### src/rtl/wcb_pkg.sv
// Shared types, geometry constants and helpers for the line write-combining buffer.
// Optional store-to-load forwarding is enabled by defining WCB_FORWARD_EN.
package wcb_pkg;

   localparam int s_offset  = 5;
   localparam int s_mask    = 2**s_offset;
   localparam int s_line    = 8*s_mask;
   localparam int num_words = s_line/32;
   localparam int lane_bits = s_offset-2;
   localparam int tag_bits  = 32-s_offset;

   typedef enum logic [1:0] {IDLE, FLUSH, READ} state_t;

   typedef logic [s_line-1:0] line_t;
   typedef logic [s_mask-1:0] mask_t;

   function automatic logic [31:0] line_of(input logic [31:0] addr);
      return {addr[31:s_offset], {s_offset{1'b0}}};
   endfunction

   // Byte-valid mask to a bit mask, used to merge bytes into the buffer.
   function automatic line_t expand_mask(input mask_t m);
      line_t bits;
      for (int i = 0; i < s_mask; i++) begin
         bits[8*i +: 8] = {8{m[i]}};
      end
      return bits;
   endfunction

endpackage

### src/rtl/word_lane_mux.sv
// Word/line lane steering: replicate a word across lanes, position its byte
// enables, and extract one 32-bit lane from a line.
module word_lane_mux
   import wcb_pkg::*;
(
   input  logic [31:0]          word_data,
   input  logic [3:0]           byte_enable,
   input  logic [lane_bits-1:0] lane,
   input  line_t                line_data,
   output line_t                word_rep,
   output mask_t                lane_mask,
   output logic [31:0]          lane_word
);

   always_comb begin
      // NOTE: every output gets a default first so no path can infer a latch.
      word_rep = '0;
      for (int i = 0; i < num_words; i++) begin
         word_rep[32*i +: 32] = word_data;
      end
      lane_mask = mask_t'(byte_enable) << {lane, 2'b00};
      lane_word = 32'(line_data >> {lane, 5'b00000});
   end

endmodule

### src/rtl/line_write_combiner.sv
// One-line write-combining buffer between the 32-bit CPU port and the line port.
// Define WCB_FORWARD_EN to let fully-buffered word reads complete from the buffer.
module line_write_combiner
   import wcb_pkg::*;
(
   input  logic        clk,
   input  logic        rst,
   input  logic [31:0] mem_address,
   input  logic        mem_read,
   input  logic        mem_write,
   input  logic [3:0]  mem_byte_enable,
   input  logic [31:0] mem_wdata,
   output logic [31:0] mem_rdata,
   output logic        mem_resp,
   input  logic        flush,
   output logic        flush_ack,
   output logic [31:0] line_address,
   output logic        line_read,
   output logic        line_write,
   output line_t       line_wdata,
   output mask_t       line_byte_enable,
   input  line_t       line_rdata,
   input  logic        line_resp,
   output logic        buf_valid
);

   state_t               state;
   logic [tag_bits-1:0]  tag;
   line_t                buf_data;
   mask_t                buf_mask;

   logic [tag_bits-1:0]  req_tag;
   logic [lane_bits-1:0] req_lane;
   logic                 hit;
   logic                 accept;
   logic                 need_flush;
   logic                 fwd_ok;
   logic                 addr_unused;

   line_t                sel_line;
   line_t                word_rep;
   mask_t                lane_mask;
   logic [31:0]          lane_word;
   line_t                bit_mask;

   assign req_tag     = mem_address[31:s_offset];
   assign req_lane    = mem_address[s_offset-1:2];
   assign addr_unused = ^mem_address[1:0];
   assign buf_valid   = |buf_mask;
   assign hit         = buf_valid && (tag == req_tag);

   // The lane mux reads the downstream line while a read is outstanding,
   // otherwise the buffer (for forwarding).
   assign sel_line = (state == READ) ? line_rdata : buf_data;

   word_lane_mux u_lane_mux (
      .word_data   (mem_wdata),
      .byte_enable (mem_byte_enable),
      .lane        (req_lane),
      .line_data   (sel_line),
      .word_rep    (word_rep),
      .lane_mask   (lane_mask),
      .lane_word   (lane_word)
   );

   assign bit_mask = expand_mask(lane_mask);

`ifdef WCB_FORWARD_EN
   mask_t lane_valid;
   assign lane_valid = buf_mask >> {req_lane, 2'b00};
   assign fwd_ok     = hit && (&lane_valid[3:0]);
`else
   assign fwd_ok     = 1'b0;
`endif

   // A request visible in its own completion cycle must not be taken twice.
   always_comb begin
      accept     = (state == IDLE) && !mem_resp && !flush_ack;
      need_flush = 1'b0;
      if (flush) begin
         need_flush = buf_valid;
      end else if (mem_write) begin
         need_flush = buf_valid && !hit;
      end else if (mem_read) begin
         need_flush = hit && !fwd_ok;
      end
   end

   always_ff @(posedge clk) begin
      if (rst) begin
         state            <= IDLE;
         // NOTE: the buffer is plain registers, so it is cleared on reset like any other state.
         tag              <= '0;
         buf_data         <= '0;
         buf_mask         <= '0;
         mem_rdata        <= '0;
         mem_resp         <= 1'b0;
         flush_ack        <= 1'b0;
         line_address     <= '0;
         line_read        <= 1'b0;
         line_write       <= 1'b0;
         line_wdata       <= '0;
         line_byte_enable <= '0;
      end else begin
         // NOTE: non-blocking assignments so every register updates from pre-edge values.
         mem_resp  <= 1'b0;
         flush_ack <= 1'b0;
         unique case (state)
            IDLE: begin
               if (accept) begin
                  if (need_flush) begin
                     state            <= FLUSH;
                     line_write       <= 1'b1;
                     line_address     <= {tag, {s_offset{1'b0}}};
                     line_wdata       <= buf_data;
                     line_byte_enable <= buf_mask;
                  end else if (flush) begin
                     flush_ack <= 1'b1;
                  end else if (mem_write) begin
                     buf_data <= (buf_data & ~bit_mask) | (word_rep & bit_mask);
                     buf_mask <= buf_mask | lane_mask;
                     tag      <= req_tag;
                     mem_resp <= 1'b1;
                  end else if (mem_read && fwd_ok) begin
                     mem_rdata <= lane_word;
                     mem_resp  <= 1'b1;
                  end else if (mem_read) begin
                     state        <= READ;
                     line_read    <= 1'b1;
                     line_address <= line_of(mem_address);
                  end
               end
            end
            FLUSH: begin
               if (line_resp) begin
                  state      <= IDLE;
                  line_write <= 1'b0;
                  tag        <= '0;
                  buf_data   <= '0;
                  buf_mask   <= '0;
               end
            end
            READ: begin
               if (line_resp) begin
                  state     <= IDLE;
                  line_read <= 1'b0;
                  mem_rdata <= lane_word;
                  mem_resp  <= 1'b1;
               end
            end
            default: state <= IDLE;
         endcase
      end
   end

endmodule

### config.mk
export PLATFORM = sky130hd
export DESIGN_NAME = line_write_combiner
export DESIGN_NICKNAME = d
export VERILOG_FILES = /design/src/rtl/wcb_pkg.sv /design/src/rtl/word_lane_mux.sv /design/src/rtl/line_write_combiner.sv
export SDC_FILE = /design/constraint.sdc
export NUM_CORES = 2
export LEC_CHECK = 0
export ABC_CLOCK_PERIOD_IN_PS = 7500
export BUFFER_PORTS_ARGS = -buffer_cell sky130_fd_sc_hd__buf_2
export CORE_MARGIN = 8
export CORE_UTILIZATION = 45
export DETAILED_ROUTE_END_ITERATION = 10
export PLACE_DENSITY = 0.69
export SLEW_MARGIN = 10
export SYNTH_ARGS = -nofsm -noshare
export SYNTH_HDL_FRONTEND = slang
export SYNTH_HIERARCHICAL = 1
export SYNTH_SLANG_ARGS = --single-unit
export TNS_END_PERCENT = 100
### constraint.sdc
create_clock -name clk -period 7.5 [get_ports clk]
set_clock_uncertainty 0.05 [all_clocks]
set_input_delay 0.75 -clock clk [delete_from_list [all_inputs] [get_ports clk]]
set_output_delay 0.75 -clock clk [all_outputs]
set_load 0.05 [all_outputs]
Word-level counts from Yosys, hierarchy flattened
Cells that the tools add are included.
Widths: inputs -> output; s select.
{"block": "totals", "memories": 0, "latch_bits": 0, "in_bits": 330, "mem_bits_ro": 0, "wordCells": 110, "regBits": 673, "ramBits": 0, "output_inout_bits": 357}
{"block": "classes", "n_mux": 50, "bitwise_logic": 7, "reduce_logical": 21, "order_cmp": 0, "n_div": 0, "multipliers": 0, "addsub": 0, "eq_ne": 18, "shift": 2}
{"operator": "$mux 256", "count": 6}
{"operator": "$and 256x256->256", "count": 2}
{"operator": "$pmux 256 s2", "count": 1}
{"operator": "$mux 32", "count": 9}
{"operator": "$not 256->256", "count": 1}
{"operator": "$or 256x256->256", "count": 1}
{"operator": "$shr 256x8->32", "count": 1}
{"operator": "$mux 27", "count": 5}
{"operator": "$pmux 32 s2", "count": 1}
{"operator": "$pmux 27 s2", "count": 1}
{"operator": "$or 32x32->32", "count": 1}
{"operator": "$reduce_or 32->1", "count": 1}
{"operator": "$shl 4x5->32", "count": 1}
{"operator": "$eq 27x27->1", "count": 1}
{"operator": "$ne 2x2->1 const B", "count": 9}
{"operator": "$mux 1", "count": 17}
{"operator": "$mux 2", "count": 6}
{"operator": "$reduce_and 5->1", "count": 2}
{"operator": "$ne 3x3->1 const B", "count": 3}
{"operator": "$reduce_and 7->1", "count": 1}
{"operator": "$ne 2x1->1 const B", "count": 3}
{"operator": "$pmux 1 s2", "count": 3}
{"operator": "$reduce_and 6->1", "count": 1}
{"operator": "$reduce_bool 2->1", "count": 3}
{"operator": "other kinds (12)", "count": 18}

Logic depth before layout (Yosys ltp)
{"block": "depth", "word_depth": 9, "depth_mapped": 11, "depth_no_buf": 9}

Hierarchy
Netlist, hierarchy kept.
{"module": "line_write_combiner", "area_per_inst_um2": 26833.2, "cells_per_inst": 2446, "instances": 1, "seq_area_each_um2": 13372.8}
{"module": "word_lane_mux", "area_per_inst_um2": 4132.7, "cells_per_inst": 419, "instances": 1, "seq_area_each_um2": 0.0}

Worst setup path before layout
OpenSTA, ideal clock, no wires.
{"block": "synth_path", "kind": "flip-flop to flip-flop", "startpoint": "register state[0]", "endpoint": "register mem_rdata[21]", "arrival_ns": 2.565, "setup_slack_ns": 4.753, "stages_incl_launch_ff": 11, "required_ns": 7.318, "setup_time_ns": 0.132, "n_path_buf": 3, "synth_period_minus_slack_ns": 2.747, "path_cell_list": "dfxtp_1 -> inv_1 -> ha_1 -> clkbuf_1 -> clkbuf_1 -> clkbuf_1 -> mux2_2 -> mux4_2 -> mux2_2 -> nand2_1 -> a21oi_1"}
{"block": "synth_between", "elab_chain_cells": 3, "word_cells_on_any_way": 4, "classes_between": "eq/ne: 1; shift: 1; mux: 1; reduce/logical: 1"}
{"element": "start: declaration", "line_no": "line_write_combiner.sv:27", "rtl": "state_t state;"}
{"element": "start signal: assignment", "line_no": "line_write_combiner.sv:91", "rtl": "state <= IDLE;"}
{"element": "start signal: assignment", "line_no": "line_write_combiner.sv:112", "rtl": "state <= FLUSH;"}
{"element": "start signal: assignment", "line_no": "line_write_combiner.sv:128", "rtl": "state <= READ;"}
{"element": "$eq 2x2->1", "line_no": "line_write_combiner.sv:54", "rtl": "assign sel_line = (state == READ) ? line_rdata : buf_data;"}
{"element": "$mux 256", "line_no": "line_write_combiner.sv:54"}
{"element": "net sel_line[245]", "line_no": "line_write_combiner.sv:40", "rtl": "line_t sel_line;"}
{"element": "$shr 256x8->32", "line_no": "word_lane_mux.sv:22", "rtl": "lane_word = 32'(line_data >> {lane, 5'b00000});"}
{"element": "net lane_word[21]", "line_no": "line_write_combiner.sv:43", "rtl": "logic [31:0] lane_word;"}
{"element": "end signal: assignment", "line_no": "line_write_combiner.sv:125", "rtl": "mem_rdata <= lane_word;"}
{"element": "end signal: assignment", "line_no": "line_write_combiner.sv:147", "rtl": "mem_rdata <= lane_word;"}
{"element": "end: declaration", "line_no": "line_write_combiner.sv:13", "rtl": "output logic [31:0] mem_rdata,"}
The timed path passes the listed nets, and every way through them passes these cells.
A chain may end at the register's enable or synchronous reset.

Worst setup path in the final report
{"block": "layout_path", "startpoint": "register buf_mask[31]", "endpoint": "register buf_data[10]"}
{"block": "layout_between", "elab_chain_cells": 8, "word_cells_on_any_way": 9, "classes_between": "eq/ne: 1; mux: 3; reduce/logical: 5"}
{"element": "start: declaration", "line_no": "line_write_combiner.sv:30", "rtl": "mask_t buf_mask;"}
{"element": "start signal: assignment", "line_no": "line_write_combiner.sv:121", "rtl": "buf_mask <= buf_mask | lane_mask;"}
{"element": "$reduce_or 32->1 *", "line_no": "line_write_combiner.sv:49", "rtl": "assign buf_valid = |buf_mask;"}
{"element": "$logic_and 1x1->1", "line_no": "line_write_combiner.sv:50", "rtl": "assign hit = buf_valid && (tag == req_tag);"}
{"element": "$logic_not 1->1", "line_no": "line_write_combiner.sv:83", "rtl": "need_flush = buf_valid && !hit;"}
{"element": "$logic_and 1x1->1", "line_no": "line_write_combiner.sv:83"}
{"element": "$mux 1", "line_no": "line_write_combiner.sv:82", "rtl": "end else if (mem_write) begin"}
{"element": "$mux 1 *", "line_no": "line_write_combiner.sv:80", "rtl": "if (flush) begin"}
{"element": "$ne 2x2->1 (no source line) *"}
{"element": "$reduce_and 6->1 (no source line) *"}
{"element": "end signal: assignment", "line_no": "line_write_combiner.sv:120", "rtl": "buf_data <= (buf_data & ~bit_mask) | (word_rep & bit_mask);"}
{"element": "end: declaration", "line_no": "line_write_combiner.sv:29", "rtl": "line_t buf_data;"}
Every way passes the cells marked *; elsewhere a longest branch is shown, timed or not.

==> results.yml <==
worst_hold_path:
  min_from: "mem_address[7]"
  hp-class: "in2reg"
  min_to: "tag[2]"
  hold-path-cell-count: 3
worst_setup_path:
  r2r_end: "buf_data[10]"
  crit_required_ns: 7.94
  reg2reg_depth: 8
  crit_type: "reg2reg"
  cp-start-kind: "flip-flop"
  crit_path_max_fanout: 47
  regToRegStartpoint: "buf_mask[31]"
  cp.arrival_ns: 4.45
  cp-end-kind: "flip-flop"
  rrSetupSlack_ns: 3.49
floorplan:
  fp.dieH_um: 278
  core_area_um2: 68300
  die_area_um2: 77500
  die_x_um: 278
  ioPinCount: 687
  core.rowCount: 96
  initial_core_util_pct: 45.3
logic_synthesis:
  synthesis.area_um2: 31000
  synth.largest_area_cell: "dfxtp_1"
  ys_async_sr_fraction_pct: 0
  synth_cells: 2865
  yosysWarnings: 6
  ys_seq_area_share_pct: 43.2
  synth_area_leaders: "dfxtp_1 43%, mux2i_1 10%, mux2_2 9.8%"
  synth-seq-cells: 668
  yosys.area.top_type_share_pct: 43.2
  syn-mean-instance-area_um2: 10.8
  synthFlopType: "dfxtp_1"
  synth_cell_types: 48
  synth-edff-count: 0
final_layout:
  utilization_pct: 51.7
  final_area_um2: 35300
  drive_above_1_share_pct: 37.6
  area_growth_pct: 14.1
  final_common_cell: "buf_2"
  final_cell_mix: "676 x buf_2, 668 x dfxtp_1, 329 x nor2_1"
  fin_nets: 3512
clocking:
  worstSkewPairLatency_ns: 0.63
  htree_levels: 3
  cts_buffer_depth: 3
  cts_setup_buffers: 0
  clk_pin_slew_ns: 0.06
  clkSinkCount: 668
  cts_hold_buffers: 0
  numCtsBuffers: 73
  cts_resized: 0
  cts_tree: "yes"
  clockRootBuffer: "clkbuf_16"
route:
  avgRoutedWirePerCell_um: 27.6
  finalWirelength_mm: 114
  drt_first_iter_violations: 2032
  vias: 24061
  ant_nets: 0
  dr.pass1.iters: 6
  vias_per_cell: 5.81
  drc: 0
global_route:
  antenna_found_initial: 35
  grt_max_degree: 148
  grt_usage_pct: 27.9
  overflow: 0
  grt_pass1_wl_mm: 163
  first_global_vias: 23664
sta:
  slew_violations: 0
  maxSlewHeadroom_pct: 20.9
  setup_viol: 0
  period_minus_slack_ns: 4.01
  tightest_slew_ns: 1.19
  fmax_mhz: 249
  timing.final.crit_share_pct: 53.5
  setup_tns_ns: 0
  hold_viol_final: 0
  rsz0062_at_grt: "false"
pwr:
  p_leak_nw: 15.1
  power_density_nw_per_um2: 307
  ir_drop_mv: 0.497
job:
  maxCapViolCount: 0
outcome:
  status: "complete, no violations"
placement:
  place_congestion: 0.878
  dpl_cell_area_um2: 32900
  io_buffers: 679
  dpl.hpwl_mm: 83.2
-- power by group --
group | internal (mW) | leakage, nW | switching [mW] | total (mW)
Combinational | 1.23 | 8.53 | 2.15 | 3.38
Clock | 2.08 | 1.14 | 1.51 | 3.59
Sequential | 3.73 | 5.39 | 0.134 | 3.86
Total | 7.04 | 15.1 | 3.80 | 10.8
-- through the flow --
step	cells	worst slack (ns)	power, mW	hold WS, ns
floorplan	2869	4.75	6.60	0.410
global placement	3986	3.23	7.28	0.390
detailed placement	3986	3.23	7.30	0.392
CTS	4115	3.45	10.9	0.324
global route	4131	3.35	11.2	0.356
finish	4143	3.49	10.8	0.364
-- routing by layer --
metal | part of all wire [%] | vias up | GRT usage, % | wire length, µm
met2 | 48 | 1024 | 46.5 | 55000
met4 | 4.7 | 10 | 13.2 | 5340
met3 | 7.6 | 223 | 7.12 | 8660
met5 | 0.057 | - | 0 | 65
li1 | - | 10883 | - | -
met1 | 39 | 11921 | 33.7 | 45100
-- synth_stat cells (all sizes together) (34+ instances only) --
| library cell | instances |
|---|---|
| buf | 346 |
| dfxtp | 668 |
| nand4 | 35 |
| nor2 | 332 |
| a32o | 251 |
| mux2i | 315 |
| a21oi | 71 |
| mux4 | 64 |
| mux2 | 289 |
| clkbuf | 148 |
| and3 | 34 |
| nand2 | 77 |
| nand2b | 35 |
-- sequential cells by signal, summed over array words and instances, names as in the netlist --
register and count:
line_wdata 256, tag 27, line_write 1, line_address 27
mem_rdata 32, buf_mask 32, mem_resp 1, flush_ack 1
line_read 1, line_byte_enable 32, state 2, buf_data 256
-- layout make-up --
class,instances,area (µm²)
Fill cell,6221,33000
Timing Repair Buffer,729,3840
Tap cell,882,1100
Multi-Input combinational cell,1701,14600
Antenna cell,28,70.1
Clock buffer,106,2080
Clock inverter,23,270
Sequential cell,668,13400
Inverter,6,22.5
-- how the worst max path moves through the flow --
stage	startpoint	to	slack, ns	cells past startpoint
after floorplan	state[0]	mem_rdata[21]	4.75	10
after global routing	buf_mask[31]	buf_data[14]	3.35	8
after detailed placement	mem_address[29]	buf_data[18]	3.23	9
after CTS	buf_mask[31]	buf_data[16]	3.45	8
after global placement	mem_address[19]	buf_data[16]	3.23	9
final	buf_mask[31]	buf_data[10]	3.49	8
-- critical path: stages, from the launching register on --
cell     delay (ns)
dfxtp_1        0.43
nor4_1         0.31
nand4_1        0.17
nor2_1         0.49
a21oi_1        0.25
o21ai_4        0.76
buf_4          0.62
a21oi_1        0.44
a32o_1         0.33
-- kinds of logic after synthesis --
logic type      Yosys count  synth area share [%]
xor+xnor                 27                 0.764
buf+inv                 500                  10.1
fa+ha+maj                 3                 0.121
other cells               1                0.0121
compound gates          458                  12.6
mux                     668                  25.6
simple gates            540                  7.67
flops                   668                  43.2
(Power assumes the default switching activity.)
